## config.mk

```make
export PLATFORM = sky130hd
export DESIGN_NAME = pq_deadline_dispatch
export DESIGN_NICKNAME = d
export VERILOG_FILES = /design/src/rtl/pq_deadline_dispatch.sv
export SDC_FILE = /design/constraint.sdc
export NUM_CORES = 1
export LEC_CHECK = 0
export ABC_CLOCK_PERIOD_IN_PS = 3000
export CORE_MARGIN = 5
export CORE_UTILIZATION = 60
export DETAILED_ROUTE_END_ITERATION = 12
export DONT_BUFFER_PORTS = 1
export GPL_TIMING_DRIVEN = 0
export PLACE_DENSITY = 0.74
export SYNTH_ARGS = -nofsm -noshare
export SYNTH_HDL_FRONTEND = slang
export SYNTH_SLANG_ARGS = --single-unit
```

## constraint.sdc

```tcl
create_clock -name clk_i -period 3 [get_ports clk_i]
set_clock_uncertainty 0.1 [all_clocks]
set_input_delay 0.75 -clock clk_i [delete_from_list [all_inputs] [get_ports clk_i]]
set_output_delay 0.75 -clock clk_i [all_outputs]
set_load 0.02 [all_outputs]
```

## src/rtl/pq_deadline_dispatch.sv

```systemverilog
// pq_deadline_dispatch: pops expired deadline words from pq into a 2-entry output FIFO and flags late dispatches
package pq_pkg;
  parameter int DATA_WIDTH = 8;
endpackage

module pq_deadline_dispatch #(
  parameter int DW = pq_pkg::DATA_WIDTH,
  parameter int LATE_THR = 16,
  parameter int CNT_W = 16
) (
  input  logic             clk_i,
  input  logic             rst_ni,
  input  logic             en_i,
  input  logic             tick_i,
  output logic [DW-1:0]    time_o,
  input  logic             peek_vld_i,
  input  logic [DW-1:0]    peek_data_i,
  output logic             pop_o,
  input  logic             pop_rdy_i,
  input  logic [DW-1:0]    pq_data_i,
  output logic             out_vld_o,
  input  logic             out_rdy_i,
  output logic [DW-1:0]    out_data_o,
  output logic             late_o,
  output logic [CNT_W-1:0] late_cnt_o
);
  typedef enum logic {S_IDLE, S_POP} state_t;
  state_t r_state, w_next;
  logic [DW-1:0] r_now;
  logic [DW-1:0] r_mem [2];
  logic r_wp, r_rp;
  logic [1:0] r_cnt;
  logic r_late;
  logic [CNT_W-1:0] r_late_cnt;
  logic [DW-1:0] w_age, w_lat;
  logic w_exp, w_xfer, w_rd, w_late;

  // the head is dispatchable when enabled, valid and its deadline is not in the future (modular)
  assign w_age  = r_now - peek_data_i;
  assign w_exp  = en_i && peek_vld_i && !w_age[DW-1];
  assign w_xfer = (r_state == S_POP) && pop_rdy_i;
  assign w_rd   = (r_cnt != 2'd0) && out_rdy_i;
  assign w_lat  = r_now - pq_data_i;
  assign w_late = w_xfer && (w_lat > DW'(LATE_THR));

  assign time_o     = r_now;
  assign pop_o      = (r_state == S_POP);
  assign out_vld_o  = (r_cnt != 2'd0);
  assign out_data_o = r_mem[r_rp];
  assign late_o     = r_late;
  assign late_cnt_o = r_late_cnt;

  // next state: pop only with a free slot; leave POP on transfer or when the head stops being dispatchable
  always_comb begin
    w_next = r_state;
    w_next = (r_state == S_IDLE) ? ((w_exp && r_cnt < 2'd2) ? S_POP : S_IDLE)
                                 : ((pop_rdy_i || !w_exp) ? S_IDLE : S_POP);
  end

  // state register, time base and lateness tracking
  always_ff @(posedge clk_i or negedge rst_ni) begin
    if (!rst_ni) begin
      r_state    <= S_IDLE;
      r_now      <= '0;
      r_late     <= 1'b0;
      r_late_cnt <= '0;
    end else begin
      r_state <= w_next;
      r_now   <= r_now + DW'(tick_i);
      r_late  <= w_late;
      if (w_late && !(&r_late_cnt)) r_late_cnt <= r_late_cnt + 1'b1;
    end
  end

  // 2-entry output FIFO; write on pop transfer, read on output handshake
  always_ff @(posedge clk_i or negedge rst_ni) begin
    if (!rst_ni) begin
      r_mem[0] <= '0;
      r_mem[1] <= '0;
      r_wp     <= 1'b0;
      r_rp     <= 1'b0;
      r_cnt    <= 2'd0;
    end else begin
      if (w_xfer) r_mem[r_wp] <= pq_data_i;
      r_wp  <= r_wp ^ w_xfer;
      r_rp  <= r_rp ^ w_rd;
      r_cnt <= r_cnt + 2'(w_xfer) - 2'(w_rd);
    end
  end
endmodule
```

# Yosys cells after proc, flatten, opt, wreduce, memory -nomap -nowiden
# Cells that the tools add are included.
# totals
word_cells	47
regBits	46
output_inout_bits	35
input_bits	23
# op_classes
n_addsub	6
n_reduce_logical	14
n_mux	9
n_lt_le_gt_ge	5
bitwise	4
# ops
cell	count
$mux W8	4
$add A16 B1 Y16 const B	1
$bwmux W16	1
$reduce_and A16 Y1	1
$sub A8 B8 Y8	2
$add A8 B1 Y8	1
$demux W8 S1	1
$gt A8 B5 Y1 const B	1
$logic_and A1 B1 Y1	8
$ge A2 B2 Y1 const B	2
$not A1 Y2	2
$logic_not A1 Y1	3
$mux W1	3
$add A2 B1 Y2	1
$lt A2 B1 Y1 const B	1
$lt A2 B2 Y1 const B	1
$reduce_bool A2 Y1	1
$sub A2 B1 Y2	1
$xor A1 B1 Y1	2
$logic_or A1 B1 Y1	1

# Logic depth before layout (Yosys ltp)
# logic_depth
ltp_word	7
mapped_depth	12
depth_no_buf	11

# Least setup slack after synthesis
# No wires, ideal clock.
# synth_path
path_type	in2reg
startpoint	in pq_data_i[0]
endpoint	reg r_late_cnt[1] (netlist: late_cnt_o[1])
setup_time_ns	0.125
required_ns	2.775
setup_slack_ns	0.058
t_arrival_ns	2.717
stages	10
n_path_buf	0
cell_sequence	ha_1 inv_1 fa_1 a211oi_1 o21ai_0 mux2_2 a21oi_1 a31oi_4 nand2_1 mux2_4
# synth_between
elab_chain_len	4
# synth_rtl
item	line	text
start, declared	20	input logic [DW-1:0] pq_data_i,
$sub A8 B8 Y8	43	assign w_lat = r_now - pq_data_i;
$gt A8 B5 Y1	44	assign w_late = w_xfer && (w_lat > DW'(LATE_THR));
$logic_and A1 B1 Y1	44	
$logic_and A1 B1 Y1	71	if (w_late && !(&r_late_cnt)) r_late_cnt <= r_late_cnt + 1'b1;
end signal, assigned	71	
end, declared	34	logic [CNT_W-1:0] r_late_cnt;
# No other way between the ends.
# A chain may end at the register's enable or synchronous reset.

# Worst setup path after layout
# layout_path
startpoint	reg r_now[0] (netlist: time_o[0])
endpoint	reg r_late_cnt[1] (netlist: late_cnt_o[1])
# layout_between
elab_chain_len	4
# layout_rtl
item	line	text
start, declared	29	logic [DW-1:0] r_now;
start signal, assigned	69	r_now <= r_now + DW'(tick_i);
$sub A8 B8 Y8	43	
$gt A8 B5 Y1	44	
$logic_and A1 B1 Y1	44	
$logic_and A1 B1 Y1	71	
# No other way between the ends.

==> results.py <==
metrics = {
    "floorplanning": {
        "pin_count": 58,
        "fp-row-count": 24,
        "die_x_um": 75.8,
        "dieHeight_um": 75.8,
        "core_mm2": 0.00426,
        "start_util_pct": 60.8,
        "dieArea_mm2": 0.00574,
    },
    "global_routing": {
        "grt_usage_pct": 17.6,
        "grt_pass1_vias": 1633,
        "grt_max_degree": 47,
        "antenna_found_initial": 0,
        "grt_pass1_wl_mm": 7.67,
        "gr-total-overflow": 0,
    },
    "logic_synthesis": {
        "synthTopCellsByCount": "dfrtp_1 (46), mux2_2 (29), xnor2_1 (21)",
        "synth_edf_count": 0,
        "synthXorXnorAreaFrac_pct": 9.12,
        "synth_seq_area_share_pct": 44.4,
        "synth_top_cell_by_area": "dfrtp_1",
        "synth_flop_cell": "dfrtp_1",
        "syn_area_per_cell_um2": 11.2,
        "yosys_warnings": 0,
        "synth_fp_nets": 275,
        "muxShareOfSynthArea_pct": 13.2,
        "async_flop_share_pct": 100,
        "synthCells": 231,
        "synth-seq-cells": 46,
        "synth.area.top_cells": "dfrtp_1 (44%), mux2_2 (13%), ha_1 (9.6%)",
        "synth_compound_area_share_pct": 6.27,
        "netlist_area_mm2": 0.00259,
        "synthAdderAreaFrac_pct": 10.4,
        "synth_top_family_by_area": "multiplexers",
        "yosysMostFrequentCell": "dfrtp_1",
        "synth_top_area_share_pct": 44.4,
        "ys_types": 35,
        "yosys.area_share.simple_pct": 12.6,
    },
    "worst_setup_path": {
        "cp-end-kind": "flip-flop",
        "start_kind": "flip-flop",
        "required_ns": 3.08,
        "rr_worst_depth": 11,
        "critPathLaunch": "time_o[0]",
        "ff2ff_setup_slack_ns": 0.15,
        "crit_fanout": 7,
        "timing.rr.start": "time_o[0]",
        "r2r-end": "late_cnt_o[1]",
        "crit_arrival_ns": 2.93,
        "crit_type": "reg -> reg",
    },
    "pwr": {
        "power_mw": 2.40,
        "p_per_area_mw_per_mm2": 873,
        "irDropWorstVdd_mv": 0.527,
        "p_leak_nw": 1.31,
    },
    "placed_design": {
        "port_buffers": 0,
        "place_hpwl_mm": 3.57,
        "gp_congestion": 0.766,
    },
    "outcome": {
        "status": "completed",
    },
    "cts": {
        "insertion_delay_ns": 0.29,
        "cts.sinks": 46,
        "tritoncts": "done",
        "cts_max_path_buffers": 2,
        "cts-root-buf": "clkbuf_8",
        "cts_hold_buffers": 0,
        "cts_buffers": 5,
        "cts_post_setup_buffers_inserted": 0,
        "path_clk_slew_ns": 0.08,
        "cts.htree.levels": 2,
    },
    "sta": {
        "max_freq_ghz": 0.350,
        "slew_viol_final": 0,
        "finalSetupViolations": 0,
        "worst_slew_pin_slew_ns": 0.587,
        "min_period_ns": 2.85,
        "slew_headroom_pct": 60.9,
        "finalCritPeriodShare_pct": 95.2,
        "rsz0062_at_grt": "false",
        "hold_viol": 0,
    },
    "layout": {
        "antenna_cells": 0,
        "drive_gt1_share_pct": 20.2,
        "syn_to_final_growth_pct": 6.08,
        "nFillCells": 372,
        "fin_util_pct": 64.5,
        "nets": 282,
    },
    "route": {
        "postRouteAntennaNets": 0,
        "wirelength_mm": 4.55,
        "viasPerCell": 5.76,
        "routedWlPerCell_um": 15.7,
        "drtIter0Drc": 103,
        "dr_total_vias": 1670,
        "dr.pass1.iters": 4,
        "drc": 0,
    },
    "min_path": {
        "hp-class": "in -> async",
    },
    "job": {
        "maxCapViolations": 0,
    },
}
==> through the flow <==
step | instances | cell area, um2 | setup TNS (ns) | setup WS (ns) | hold WS, ns
after global placement | 283 | 2660 | -0.400 | -0.133 | 0.355
after floorplan | 231 | 2590 | 0 | 0.0585 | 0.354
after CTS | 290 | 2740 | 0 | 0.0524 | 0.0353
after detailed placement | 283 | 2660 | -1.03 | -0.186 | 0.355
after global routing | 290 | 2750 | 0 | 0.0109 | 0.0161
final | 290 | 2750 | 0 | 0.145 | 0.0477
==> metal layers <==
metal / track usage [%] / vias to the layer above / wire (um) / share of wire, %
li1: - / 816 / - / -
met1: 23.7 / 808 / 2130 / 47
met2: 28.0 / 44 / 2130 / 47
met3: 5.94 / 2 / 273 / 6.0
met4: 3.50 / 0 / 19 / 0.42
met5: 0 / - / 0 / 0
==> cells in the final DEF, fill, tap and decap left out, types with 2 or more instances in the layout <==
cell type | Yosys | layout
nor2_1 | 8 | 8
o22ai_1 | 2 | 2
ha_1 | 20 | 20
clkbuf_8 | 0 | 5
nand3_1 | 12 | 12
dfrtp_2 | 0 | 3
dfrtp_1 | 46 | 43
mux2_2 | 29 | 29
nand2_1 | 8 | 8
o21ai_0 | 4 | 4
and2_1 | 3 | 3
clkbuf_1 | 5 | 6
and3_1 | 11 | 11
a21oi_1 | 3 | 2
nand4_1 | 8 | 8
or2_2 | 2 | 2
nand2b_1 | 3 | 3
xor2_1 | 6 | 6
xnor2_1 | 21 | 21
a21o_1 | 3 | 3
inv_1 | 20 | 20
==> worst max-delay path, stage by stage, from the launching register on <==
cell,delay (ns)
dfrtp_2,0.47
inv_1,0.08
ha_1,0.16
inv_1,0.05
fa_1,0.41
a211oi_2,0.25
o21ai_0,0.14
mux2_2,0.29
a21oi_2,0.16
a31oi_4,0.16
nand2_1,0.17
mux2_4,0.31
==> cell type report <==
cell class | count | area (um2) | area share, %
buffer | 6 | 30.0 | 1.09
clock buffer | 6 | 72.6 | 2.64
clock inverter | 1 | 7.51 | 0.273
inverter | 20 | 75.1 | 2.73
multi-input combinational | 159 | 1350 | 48.9
sequential | 46 | 1150 | 42.0
tap | 52 | 65.1 | 2.36
==> cells by family after synthesis <==
family | Yosys count
simple gates | 60
fa+ha+maj | 21
buf+inv | 26
flops | 46
compound gates | 21
xor+xnor | 27
mux | 30
==> flip-flops by register name, summed over array words and instances, names as in the netlist <==
register	count
time_o	8
late_cnt_o	16
r_cnt	2
r_mem	16
late_o	1
pop_o	1
r_rp	1
r_wp	1
==> worst max path at each step <==
stage                     depth (start not counted)       endpoint  slack [ns]
after floorplan                                  10  late_cnt_o[1]        0.06
after global placement                           10  late_cnt_o[1]       -0.13
after detailed placement                         10  late_cnt_o[1]       -0.19
after CTS                                        11  late_cnt_o[1]        0.05
after global routing                             11  late_cnt_o[1]        0.01
final                                            11  late_cnt_o[1]        0.15
==> timing repair <==
action                                  CTS  global route
endpoints found under the setup margin    3             9
gates resized for setup                   1             4
pin swaps                                 0             1
==> report_power, final <==
group / switching [mW] / leakage [nW] / internal [mW]
sequential: 0.265 / 0.589 / 0.821
combinational: 0.497 / 0.685 / 0.469
clock: 0.189 / 0.0373 / 0.160
total: 0.951 / 1.31 / 1.45
Power figures use the tool's default switching activity.
